[src/rtl/arb_pkg.sv]
// Shared state encoding, requester ids and default sizing for the data bus arbiter.
package arb_pkg;

  localparam int DEF_DATA_W      = 8;
  localparam int DEF_ADDR_W      = 8;
  localparam int DEF_WAIT_STATES = 1;
  localparam int CNT_W           = 4;

  localparam logic [1:0] ST_IDLE   = 2'd0;
  localparam logic [1:0] ST_ACCESS = 2'd1;
  localparam logic [1:0] ST_DONE   = 2'd2;

  typedef enum logic {
    REQ_CORE = 1'b0,
    REQ_IO   = 1'b1
  } requester_e;

  // Round-robin: a tie goes to whoever was not served last.
  function automatic requester_e pick_winner(input logic req0, input logic req1,
                                             input requester_e last);
    if (req0 && req1) return (last == REQ_CORE) ? REQ_IO : REQ_CORE;
    return req1 ? REQ_IO : REQ_CORE;
  endfunction

endpackage

[src/rtl/wait_counter.sv]
// Loadable down-counter timing the memory access window; zero flags the last cycle.
module wait_counter
  import arb_pkg::*;
(
  input  logic             clk,
  input  logic             reset,
  input  logic             load,
  input  logic             dec,
  input  logic [CNT_W-1:0] load_val,
  output logic             zero
);

  logic [CNT_W-1:0] count;

  always_ff @(posedge clk or negedge reset) begin
    if (!reset) begin
      count <= '0;
    end else if (load) begin
      count <= load_val;
    end else if (dec && (count != '0)) begin
      count <= count - 1'b1;
    end
  end

  assign zero = (count == '0);

endmodule

[src/rtl/data_bus_arbiter.sv]
// Two-requester round-robin arbiter in front of a single wait-stated memory port.
//   state     | meaning
//   ST_IDLE   | no owner; sample requests, latch the winner's command
//   ST_ACCESS | memory enabled for WAIT_STATES+1 cycles, bus driven from latches
//   ST_DONE   | one-cycle Ack to the owner, grant still held
module data_bus_arbiter
  import arb_pkg::*;
#(
  parameter int DATA_W      = DEF_DATA_W,
  parameter int ADDR_W      = DEF_ADDR_W,
  parameter int WAIT_STATES = DEF_WAIT_STATES
) (
  input  logic              clk,
  input  logic              reset,
  input  logic              i_Req0,
  input  logic              i_Req1,
  input  logic              i_W_R0,
  input  logic              i_W_R1,
  input  logic [ADDR_W-1:0] i_Addr0,
  input  logic [ADDR_W-1:0] i_Addr1,
  input  logic [DATA_W-1:0] i_WData0,
  input  logic [DATA_W-1:0] i_WData1,
  output logic              o_Gnt0,
  output logic              o_Gnt1,
  output logic              o_Ack0,
  output logic              o_Ack1,
  output logic [DATA_W-1:0] o_RData,
  output logic              o_Mem_En,
  output logic              o_Mem_W_R,
  output logic [ADDR_W-1:0] o_Mem_Address_Data_Bus,
  output logic [DATA_W-1:0] o_Mem_DataOut_Bus,
  input  logic [DATA_W-1:0] i_Mem_DataIn_Bus,
  output logic              o_Busy
);

  localparam logic [CNT_W-1:0] WAIT_LOAD = CNT_W'(WAIT_STATES);

  logic [1:0] state;
  requester_e last_gnt;
  requester_e winner;
  logic       any_req;
  logic       cnt_load;
  logic       cnt_dec;
  logic       cnt_zero;

  assign any_req  = i_Req0 | i_Req1;
  assign winner   = pick_winner(i_Req0, i_Req1, last_gnt);
  assign cnt_load = (state == ST_IDLE) && any_req;
  assign cnt_dec  = (state == ST_ACCESS) && !cnt_zero;

  wait_counter u_wait_counter (
    .clk      (clk),
    .reset    (reset),
    .load     (cnt_load),
    .dec      (cnt_dec),
    .load_val (WAIT_LOAD),
    .zero     (cnt_zero)
  );

  always_ff @(posedge clk or negedge reset) begin
    if (!reset) begin
      state                  <= ST_IDLE;
      last_gnt               <= REQ_IO;
      o_Gnt0                 <= 1'b0;
      o_Gnt1                 <= 1'b0;
      o_Ack0                 <= 1'b0;
      o_Ack1                 <= 1'b0;
      o_RData                <= '0;
      o_Mem_En               <= 1'b0;
      o_Mem_W_R              <= 1'b0;
      o_Mem_Address_Data_Bus <= '0;
      o_Mem_DataOut_Bus      <= '0;
      o_Busy                 <= 1'b0;
    end else begin
      o_Ack0 <= 1'b0;
      o_Ack1 <= 1'b0;
      case (state)
        ST_IDLE: begin
          if (any_req) begin
            state                  <= ST_ACCESS;
            last_gnt               <= winner;
            o_Gnt0                 <= (winner == REQ_CORE);
            o_Gnt1                 <= (winner == REQ_IO);
            o_Mem_En               <= 1'b1;
            o_Busy                 <= 1'b1;
            o_Mem_W_R              <= (winner == REQ_IO) ? i_W_R1   : i_W_R0;
            o_Mem_Address_Data_Bus <= (winner == REQ_IO) ? i_Addr1  : i_Addr0;
            o_Mem_DataOut_Bus      <= (winner == REQ_IO) ? i_WData1 : i_WData0;
          end
        end
        ST_ACCESS: begin
          if (cnt_zero) begin
            state    <= ST_DONE;
            o_Mem_En <= 1'b0;
            o_Ack0   <= o_Gnt0;
            o_Ack1   <= o_Gnt1;
            if (!o_Mem_W_R) o_RData <= i_Mem_DataIn_Bus;
          end
        end
        ST_DONE: begin
          state  <= ST_IDLE;
          o_Gnt0 <= 1'b0;
          o_Gnt1 <= 1'b0;
          o_Busy <= 1'b0;
        end
        default: begin
          state <= ST_IDLE;
        end
      endcase
    end
  end

endmodule
[config.mk]
export PLATFORM = sky130hd
export DESIGN_NAME = data_bus_arbiter
export DESIGN_NICKNAME = d
export VERILOG_FILES = /design/src/rtl/arb_pkg.sv /design/src/rtl/wait_counter.sv /design/src/rtl/data_bus_arbiter.sv
export SDC_FILE = /design/constraint.sdc
export NUM_CORES = 1
export LEC_CHECK = 0
export BUFFER_PORTS_ARGS = -buffer_cell sky130_fd_sc_hd__buf_2
export CORE_MARGIN = 5
export CORE_UTILIZATION = 50
export DETAILED_ROUTE_END_ITERATION = 10
export PLACE_DENSITY = 0.91
export SLEW_MARGIN = 20
export SYNTH_ARGS = -nofsm -noshare
export SYNTH_HDL_FRONTEND = slang
export SYNTH_SLANG_ARGS = --single-unit
[constraint.sdc]
create_clock -name clk -period 4.71 [get_ports clk]
set_input_delay 0.942 -clock clk [delete_from_list [all_inputs] [get_ports clk]]
set_output_delay 0.942 -clock clk [all_outputs]
set_load 0.01 [all_outputs]
==> results of run 1 <==
## cells by family after synthesis
logic type	count (synthesis)	synth area share, %
AO/OA/AOI/OAI	31	14.9
adder cells (fa/ha/maj)	2	1.44
buffers and inverters	16	3.95
flip-flops	38	54.7
multiplexers	10	8.12
AND/OR/NAND/NOR	39	16.9
## sequential cells by signal (all words and copies together), names as in the netlist
| register | cells |
|---|---|
| last_gnt | 1 |
| o_Ack0 | 1 |
| o_Ack1 | 1 |
| o_Busy | 1 |
| o_Gnt0 | 1 |
| o_Gnt1 | 1 |
| o_Mem_Address_Data_Bus | 8 |
| o_Mem_DataOut_Bus | 8 |
| o_Mem_En | 1 |
| o_Mem_W_R | 1 |
| o_RData | 8 |
| state | 2 |
| u_wait_counter.count | 4 |
## per-stage QoR
step / setup WS, ns / utilization, %
6_report: 2.32 / 65.7
5_1_grt: 2.16 / 65.7
4_1_cts: 1.90 / 65.6
3_5_place_dp: 1.94 / 63.3
3_3_place_gp: 2.08 / 63.3
2_1_floorplan: 2.65 / -
## final cells by class
cell class | instances | area, µm²
Tap cell | 46 | 57.6
Clock buffer | 5 | 37.5
Fill cell | 284 | 1150
Clock inverter | 3 | 40.0
Inverter | 5 | 18.8
Timing Repair Buffer | 76 | 380
Sequential cell | 38 | 952
Multi-Input combinational cell | 82 | 722
## power by group
part | switching [W] | internal [W] | total (W)
combinational | 0.000335 | 0.000329 | 0.000664
clock | 0.000106 | 0.000110 | 0.000216
sequential | 0.0000935 | 0.000481 | 0.000575
total | 0.000535 | 0.000920 | 0.00146
## routing by layer
layer | vias up | track usage (%)
met5 | - | 0
met4 | 0 | 5.42
met3 | 6 | 7.85
met2 | 69 | 28.9
met1 | 701 | 23.1
li1 | 661 | -
## worst max-delay path by stage
| stage | startpoint | endpoint | slack, ns | cells past startpoint |
|---|---|---|---|---|
| 2_1_floorplan | i_Req1 | o_Mem_Address_Data_Bus[6]$_DFFE_PN0P_ | 2.65 | 5 |
| 3_3_place_gp | state[0]$_DFFE_PN0P_ | o_Mem_DataOut_Bus[0]$_DFFE_PN0P_ | 2.08 | 3 |
| 3_5_place_dp | state[0]$_DFFE_PN0P_ | o_Mem_DataOut_Bus[3]$_DFFE_PN0P_ | 1.94 | 3 |
| 4_1_cts | state[0]$_DFFE_PN0P_ | o_Mem_Address_Data_Bus[4]$_DFFE_PN0P_ | 1.90 | 3 |
| 5_1_grt | state[0]$_DFFE_PN0P_ | o_Mem_Address_Data_Bus[1]$_DFFE_PN0P_ | 2.16 | 3 |
| 6_report | state[0]$_DFFE_PN0P_ | o_Mem_Address_Data_Bus[4]$_DFFE_PN0P_ | 2.32 | 3 |
## synthesized netlist by cell type, types with 3 or more instances
library cell / instances / area [µm²]
a21oi_1: 3 / 15.0
nand2_1: 4 / 15.0
dfrtp_1: 37 / 926
nor2_1: 5 / 18.8
o21ai_0: 5 / 25.0
inv_1: 5 / 18.8
a221o_1: 17 / 170
clkbuf_1: 8 / 30.0
and4b_1: 18 / 180
mux2_4: 8 / 120
and2_1: 3 / 18.8
## critical path, cell delays in order, from the launching register on
cell and delay (ns):
dfrtp_1 0.45, nor2_2 0.61, nand2_1 0.67, a221o_1 0.54
==> results.py, run 1 <==
metrics = {
    "clock_tree": {
        "numCtsBuffers": 5,
        "cts.reportedPaths.clkPinSlew_ns": 0.11,
        "postCtsSetupBuffers": 0,
        "cts_tree": "built",
        "htreeDepth": 2,
        "cts.sinks": 38,
        "cts.path.max_buffers": 2,
        "cts_resized": 0,
        "ctsHoldBuffers": 0,
        "insertion_delay_ns": 0.35,
        "ctsRootBufferMaster": "clkbuf_4",
    },
    "detailed_routing": {
        "drc": 0,
        "num_vias": 1437,
        "dr.first_iter.drc_count": 64,
        "wl_met2_um": 2020,
        "viasPerCell": 5.64,
        "routed_wl_um": 4230,
        "met1_length_um": 1710,
        "antenna_left": 0,
        "dr.pass1.iters": 4,
        "wl_met3_um": 439,
        "routed.top_layer": "met4",
        "wl_per_cell_um": 16.6,
    },
    "sta": {
        "timing.final.crit_share_pct": 50.7,
        "min_period_ns": 2.39,
        "whs_ns": 0.506,
        "finClkSkew_ns": 0.0157,
        "fmax_mhz": 419,
        "slew_headroom_pct": 45.3,
        "fin_setup_tns_ns": 0,
        "rsz0062_at_grt": "false",
        "hold_violations": 0,
        "finalSetupViolCount": 0,
        "tightestPinTransition_ns": 0.821,
        "finalMaxSlewViolations": 0,
    },
    "floorplanning": {
        "die_x_um": 69,
        "rows": 21,
        "core_area_um2": 3360,
        "fp.dieH_um": 69,
        "initial_core_util_pct": 51.7,
        "io_pins": 77,
        "dieArea_um2": 4760,
    },
    "place": {
        "dp_hpwl_um": 3070,
        "port-buffer-count": 76,
        "detailed_place.area_um2": 2130,
        "gp_congestion": 0.778,
        "placedCellCount": 247,
    },
    "critical_path": {
        "cp.required_ns": 4.94,
        "timing.reg2reg.setup_slack_ns": 2.32,
        "r2r_cells": 3,
        "arrival_ns": 2.62,
        "endpoint_kind": "flop",
        "cp-start-kind": "flop",
        "worstReg2RegStart": "state[0]$_DFFE_PN0P_",
        "worstSetupPathType": "reg2reg",
        "crit_fanout": 23,
        "timing.rr.end": "o_Mem_Address_Data_Bus[4]$_DFFE_PN0P_",
    },
    "pwr": {
        "p_leak_nw": 1.19,
        "ir_drop_mv": 0.301,
        "power.density_nw_per_um2": 659,
        "power_w": 0.00146,
    },
    "synth": {
        "syn_area_per_cell_um2": 12.8,
        "synth_cell_types": 31,
        "synth_ff_type": "dfrtp_1",
        "netlist_area_um2": 1740,
        "ys_seq_area_share_pct": 54.7,
        "ys_ff_latch": 38,
        "yosys_warnings": 0,
        "syn-num-nets": 184,
        "syn_inst": 136,
        "async_flop_share_pct": 100,
        "synth-edff-count": 0,
    },
    "hold_path": {
        "min_path_type": "reg2reg",
        "worstHoldEndpoint": "o_Ack1$_DFF_PN0_",
        "hold_depth": 1,
        "hold_start": "o_Gnt1$_DFFE_PN0P_",
    },
    "global_route": {
        "grt_overflow": 0,
        "grt_max_degree": 39,
        "grtUsageTotal_pct": 18.4,
        "grt_pass1_wl_um": 7100,
        "grt_pass1_vias": 1456,
        "antenna_found_initial": 0,
    },
    "cells_and_area": {
        "nets": 256,
        "stdcell_count": 255,
        "final_common_cell": "buf_2",
        "antenna_cells": 0,
        "drive_gt1_share_pct": 45.9,
        "layout_common_cells": "buf_2 (76), dfrtp_1 (37), and4b_1 (18), a221o_1 (17), mux2_4 (8)",
        "design_area_um2": 2210,
        "area_delta_synth_final_pct": 26.9,
    },
    "outcome": {
        "status": "complete, no violations",
    },
    "run": {
        "drv_cap": 0,
    },
}
Power figures use the tool's default switching activity.
==> run 2, diff against run 1 <==
Settings changed: CORE_UTILIZATION 50 to 42, PLACE_DENSITY 0.91 to 0.82.
Clock period 4.71 ns to 1.9 ns, I/O delays scaled along.
==> run 2 against run 1 <==
Routed wire length is 3.0% lower. Sequential share of layout area is 2.1 points lower. Power grew to 2.6 times the previous value. Count of clock-buffer cells in the layout is 1 higher. Critical endpoint is now o_RData[3]$_DFFE_PN0P_. Largest cell class unchanged. Largest power group unchanged. Highest routed layer unchanged.
==> results.py, run 2 (synthesis gave the netlist of run 1 again) <==
metrics = {
    "outcome": {
        "status": "complete, no violations",
    },
    "global_route": {
        "grt_pass1_vias": 1443,
        "antenna_found_initial": 0,
        "grt_max_degree": 39,
        "grtUsageTotal_pct": 15.7,
        "grt_pass1_wl_um": 6580,
        "grt_overflow": 0,
    },
    "detailed_routing": {
        "num_vias": 1429,
        "dr.first_iter.drc_count": 41,
        "antenna_left": 0,
        "drc": 0,
        "wl_per_cell_um": 15.1,
        "dr.pass1.iters": 4,
        "routed_wl_um": 4100,
        "viasPerCell": 5.27,
    },
    "place": {
        "port-buffer-count": 76,
        "gp_congestion": 0.829,
        "pre_cts_ws_ns": 0.0254,
        "dp_hpwl_um": 3210,
        "detailed_place.area_um2": 2220,
    },
    "sta": {
        "finalMaxSlewViolations": 0,
        "min_period_ns": 1.73,
        "tightestPinTransition_ns": 0.459,
        "whs_ns": 0.130,
        "timing.final.crit_share_pct": 90.8,
        "finClkSkew_ns": 0.00449,
        "hold_violations": 0,
        "fin_setup_tns_ns": 0,
        "layout_setup_ws_ns": 0.174,
        "rsz0062_at_grt": "false",
        "fmax_mhz": 579,
        "finalSetupViolCount": 0,
        "slew_headroom_pct": 69.4,
    },
    "floorplanning": {
        "io_pins": 77,
        "dieArea_um2": 5530,
        "die_x_um": 74.4,
        "core_area_um2": 4000,
        "fp.dieH_um": 74.4,
        "rows": 23,
        "initial_core_util_pct": 43.5,
    },
    "cells_and_area": {
        "area_delta_synth_final_pct": 33.5,
        "design_area_um2": 2320,
        "layout_common_cells": "buf_2 (76), dfrtp_1 (37), and4b_1 (18), a221o_1 (17), buf_4 (12)",
        "fillCellCount": 346,
        "drive_gt1_share_pct": 48.9,
        "final_common_cell": "buf_2",
        "reg_top3": "o_Mem_Address_Data_Bus (8), o_Mem_DataOut_Bus (8), o_RData (8)",
        "antenna_cells": 0,
        "nets": 268,
    },
    "critical_path": {
        "cp-start-kind": "flop",
        "crit_buf_inv": 1,
        "arrival_ns": 1.90,
        "endpoint_kind": "flop",
        "crit_start": "u_wait_counter.count[0]$_DFFE_PN0P_",
        "worstReg2RegStart": "u_wait_counter.count[0]$_DFFE_PN0P_",
        "timing.reg2reg.setup_slack_ns": 0.17,
        "slowest_delay_ns": 0.48,
        "crit_path_end": "o_RData[3]$_DFFE_PN0P_",
        "crit_fanout": 8,
        "slowest_stage": "or3_4",
        "crit_family": "simple AND/OR/NAND/NOR gates",
        "path_depth": 5,
        "cp_cell_sequence": "inv_1 > ha_1 > nand2b_1 > or3_4 > mux2_4",
        "r2r_cells": 5,
        "timing.rr.end": "o_RData[3]$_DFFE_PN0P_",
        "cp.required_ns": 2.07,
        "worstSetupPathType": "reg2reg",
    },
    "clock_tree": {
        "htreeDepth": 2,
        "ctsHoldBuffers": 0,
        "insertion_delay_ns": 0.29,
        "cts.sinks": 38,
        "ctsRootBufferMaster": "clkbuf_8",
        "numCtsBuffers": 5,
        "cts.reportedPaths.clkPinSlew_ns": 0.07,
        "cts.path.max_buffers": 2,
        "cts_tree": "built",
    },
    "pwr": {
        "ir_drop_mv": 0.686,
        "power.density_nw_per_um2": 1630,
        "p_leak_nw": 1.25,
    },
    "hold_path": {
        "min_path_type": "in2async",
    },
    "run": {
        "drv_cap": 0,
    },
}
[run 2: changes by cell type in the layout (fill, tap and decap cells not counted), sizes merged]
cell,change
buf,+12
bufinv,-1
clkbuf,+1
clkinv,-1
clkinvlp,+1
[run 2: through the flow]
step,total power (W),utilization [%],std cells
finish,0.00378,58.1,271
global placement,0.00318,55.6,263
global route,0.00408,58.1,271
CTS,0.00382,58.0,271
floorplan,0.00252,-,136
detailed placement,0.00324,55.6,263
[run 2: layout make-up]
cell class                 count  area (µm²)  area share, %
tap                           50        62.6           2.69
clock inverter                 2        12.5          0.539
inverter                       5        18.8          0.808
clock buffer                   6        82.6           3.55
timing repair buffer          88         470           20.2
multi-input combinational     82         724           31.2
sequential                    38         952           41.0
[run 2: worst min path at each step]
| stage | slack [ns] | start | depth (start not counted) | end |
|---|---|---|---|---|
| after floorplan | 0.08 | reset | 0 | o_Ack0$_DFF_PN0_ |
| after global placement | 0.45 | reset | 2 | o_Ack0$_DFF_PN0_ |
| after detailed placement | 0.46 | reset | 2 | o_Ack1$_DFF_PN0_ |
| after CTS | 0.14 | reset | 2 | o_Gnt1$_DFFE_PN0P_ |
| after global routing | 0.17 | reset | 2 | o_RData[4]$_DFFE_PN0P_ |
| final | 0.13 | reset | 2 | o_Ack1$_DFF_PN0_ |
[run 2: report_power, final]
part / switching, W / leakage (nW) / internal (W) / total [W]
combinational: 0.000841 / 0.744 / 0.000947 / 0.00179
sequential: 0.000228 / 0.461 / 0.00120 / 0.00142
clock: 0.000275 / 0.0472 / 0.000291 / 0.000567
total: 0.00134 / 1.25 / 0.00243 / 0.00378
[run 2: what timing repair did]
item / 4_1_cts / 5_1_grt
setup buffers: 0 / 0
gates resized for setup: 0 / 1
endpoints found under the setup margin: 0 / 8
[run 2: layer usage]
metal	global-route usage [%]	share of wire (%)	up-vias
met3	6.49	10	6
met2	24.5	45	62
met5	0	0	-
met1	19.6	43	674
li1	-	-	687
met4	5.73	1.4	0
==> run 3, diff against run 2 <==
Settings changed: ABC_AREA from default to 1, CORE_UTILIZATION 42 to 41, PLACE_DENSITY 0.82 to 0.81.
==> run 3 against run 2 <==
Core utilization down 3.0 points. Sequential share of layout area up 2.5 points. Cell area down 5.8%. Clock skew up 0.0022 ns. Worst hold slack worse by 0.051 ns. Highest routed layer unchanged.
==> results.py, run 3 <==
metrics = {
    "outcome": {
        "status": "complete, no violations",
    },
    "global_route": {
        "grt_max_degree": 26,
        "grtUsageTotal_pct": 15.6,
        "grt_pass1_wl_um": 6540,
        "grt_overflow": 0,
        "antenna_found_initial": 0,
        "grt_pass1_vias": 1502,
    },
    "synth": {
        "async_flop_share_pct": 100,
        "synth_ff_type": "dfrtp_1",
        "synth_area_leaders": "dfrtp_1 (56%), nand2_1 (20%), nand3_1 (8.1%), inv_1 (2.5%), dfstp_2 (1.6%)",
        "syn_inst": 191,
        "synth_cell_types": 21,
        "yosysTopAreaCell": "dfrtp_1",
        "ys_ff_latch": 38,
        "syn-num-nets": 239,
        "synth-edff-count": 0,
        "ys_seq_area_share_pct": 57.3,
        "syn_area_per_cell_um2": 8.70,
        "synth_common_cells": "nand2_1 (88), dfrtp_1 (37), nand3_1 (27), inv_1 (11), nor2_1 (5)",
        "netlist_area_um2": 1660,
        "synth_most_common_cell": "nand2_1",
        "yosys_warnings": 0,
        "synth_top_area_share_pct": 55.7,
    },
    "sta": {
        "fmax_mhz": 674,
        "finalMaxSlewViolations": 0,
        "tightestPinTransition_ns": 0.561,
        "min_period_ns": 1.48,
        "finClkSkew_ns": 0.00672,
        "slew_headroom_pct": 62.6,
        "rsz0062_at_grt": "false",
        "timing.final.crit_share_pct": 78.0,
        "finalSetupViolCount": 0,
        "hold_violations": 0,
        "fin_setup_tns_ns": 0,
    },
    "floorplanning": {
        "core_area_um2": 3970,
        "dieArea_um2": 5430,
        "die_x_um": 73.7,
        "rows": 23,
        "initial_core_util_pct": 41.8,
        "fp.dieH_um": 73.7,
        "io_pins": 77,
    },
    "detailed_routing": {
        "num_vias": 1507,
        "wl_per_cell_um": 12.2,
        "dr.first_iter.drc_count": 68,
        "drc": 0,
        "dr.pass1.iters": 4,
        "viasPerCell": 4.64,
        "routed_wl_um": 3980,
        "antenna_left": 0,
    },
    "clock_tree": {
        "cts.sinks": 38,
        "postCtsSetupBuffers": 0,
        "numCtsBuffers": 5,
        "ctsHoldBuffers": 0,
        "cts.path.max_buffers": 2,
        "htreeDepth": 2,
        "ctsRootBufferMaster": "clkbuf_8",
        "cts.reportedPaths.clkPinSlew_ns": 0.07,
        "insertion_delay_ns": 0.28,
        "cts_tree": "built",
        "cts_resized": 0,
    },
    "critical_path": {
        "r2r_cells": 7,
        "slowest_delay_ns": 0.37,
        "cp.required_ns": 2.07,
        "timing.reg2reg.setup_slack_ns": 0.42,
        "arrival_ns": 1.65,
        "crit_path_end": "o_RData[0]$_DFFE_PN0P_",
        "crit_fanout": 8,
        "cp_cell_sequence": "inv_1 > ha_1 > nand2_1 > nor2_1 > nand2_1 > nand2_1 > nand2_1",
        "cp_common_cell": "nand2_1",
        "timing.rr.end": "o_RData[0]$_DFFE_PN0P_",
        "worstReg2RegStart": "u_wait_counter.count[0]$_DFFE_PN0P_",
        "worstSetupPathType": "reg2reg",
        "cp-start-kind": "flop",
        "endpoint_kind": "flop",
        "slowest_stage": "dfrtp_1",
        "crit_start": "u_wait_counter.count[0]$_DFFE_PN0P_",
    },
    "pwr": {
        "p_leak_nw": 1.23,
        "ir_drop_mv": 0.687,
        "power_w": 0.00349,
        "power.density_nw_per_um2": 1590,
    },
    "hold_path": {
        "min_path_type": "in2async",
    },
    "cells_and_area": {
        "nets": 322,
        "reg_top3": "o_Mem_Address_Data_Bus (8), o_Mem_DataOut_Bus (8), o_RData (8)",
        "area_delta_synth_final_pct": 31.7,
        "layout_common_cells": "nand2_1 (88), buf_2 (76), dfrtp_1 (37), nand3_1 (27), inv_1 (11)",
        "antenna_cells": 0,
        "drive_gt1_share_pct": 35.3,
        "final_common_cell": "nand2_1",
    },
    "place": {
        "dp_hpwl_um": 3020,
        "gp_congestion": 0.788,
        "port-buffer-count": 76,
    },
    "run": {
        "drv_cap": 0,
    },
}
run 3: per-stage QoR:
stage | hold slack, ns | area, µm² | setup slack (ns) | util (%) | instances
after floorplan | 0.0844 | 1660 | 0.672 | - | 191
final | 0.0793 | 2190 | 0.417 | 55.1 | 325
after global routing | 0.112 | 2190 | 0.239 | 55.1 | 325
after global placement | 0.405 | 2100 | 0.455 | 52.8 | 317
after detailed placement | 0.407 | 2100 | 0.392 | 52.8 | 317
after CTS | 0.0945 | 2190 | 0.379 | 55.1 | 325
run 3: worst min path at each step:
stage / endpoint / slack (ns) / cells past startpoint
after floorplan: o_Ack0$_DFF_PN0_ / 0.08 / 0
after global placement: o_RData[4]$_DFFE_PN0P_ / 0.41 / 1
after detailed placement: o_RData[4]$_DFFE_PN0P_ / 0.41 / 1
after CTS: u_wait_counter.count[0]$_DFFE_PN0P_ / 0.09 / 1
after global routing: o_Mem_Address_Data_Bus[5]$_DFFE_PN0P_ / 0.11 / 1
final: o_RData[4]$_DFFE_PN0P_ / 0.08 / 1
run 3: kinds of logic (layout without fill, tap and decap cells):
family | after synthesis | in the layout | synth area share [%]
AOI/OAI and AO/OA | 5 | 5 | 2.26
DFF | 38 | 38 | 57.3
and+or+nand+nor | 128 | 128 | 33.0
xor gates and xnor gates | 1 | 1 | 0.527
adders and majority gates | 2 | 2 | 1.51
buffers and inverters | 17 | 101 | 5.42
run 3: report_power, final:
| part | internal (W) | total [W] | switching, W |
|---|---|---|---|
| logic | 0.000607 | 0.00155 | 0.000946 |
| registers | 0.00119 | 0.00139 | 0.000200 |
| clock network | 0.000292 | 0.000547 | 0.000255 |
| total | 0.00209 | 0.00349 | 0.00140 |
run 3: per-layer routing:
layer  routed length (µm)  global-route usage (%)  vias up
li1                     -                       -      766
met1                 1740                    19.7      686
met2                 1900                    25.9       53
met3                  325                    5.75        2
met4                   13                    3.02        0
met5                    0                       0        -
run 3: area by class of cell:
type	instances	area [µm²]
Fill cell	378	1780
Sequential cell	38	952
Multi-Input combinational cell	136	619
Timing Repair Buffer	81	418
Clock buffer	7	86.3
Tap cell	50	62.6
Inverter	12	45.0
Clock inverter	1	5.00
run 3: critical path: cells and delay by family, from the launching register on:
family	cells	cell delay [ns]
buf+inv	1	0.14
fa+ha+maj	1	0.19
simple gates	5	0.66
flops	1	0.37
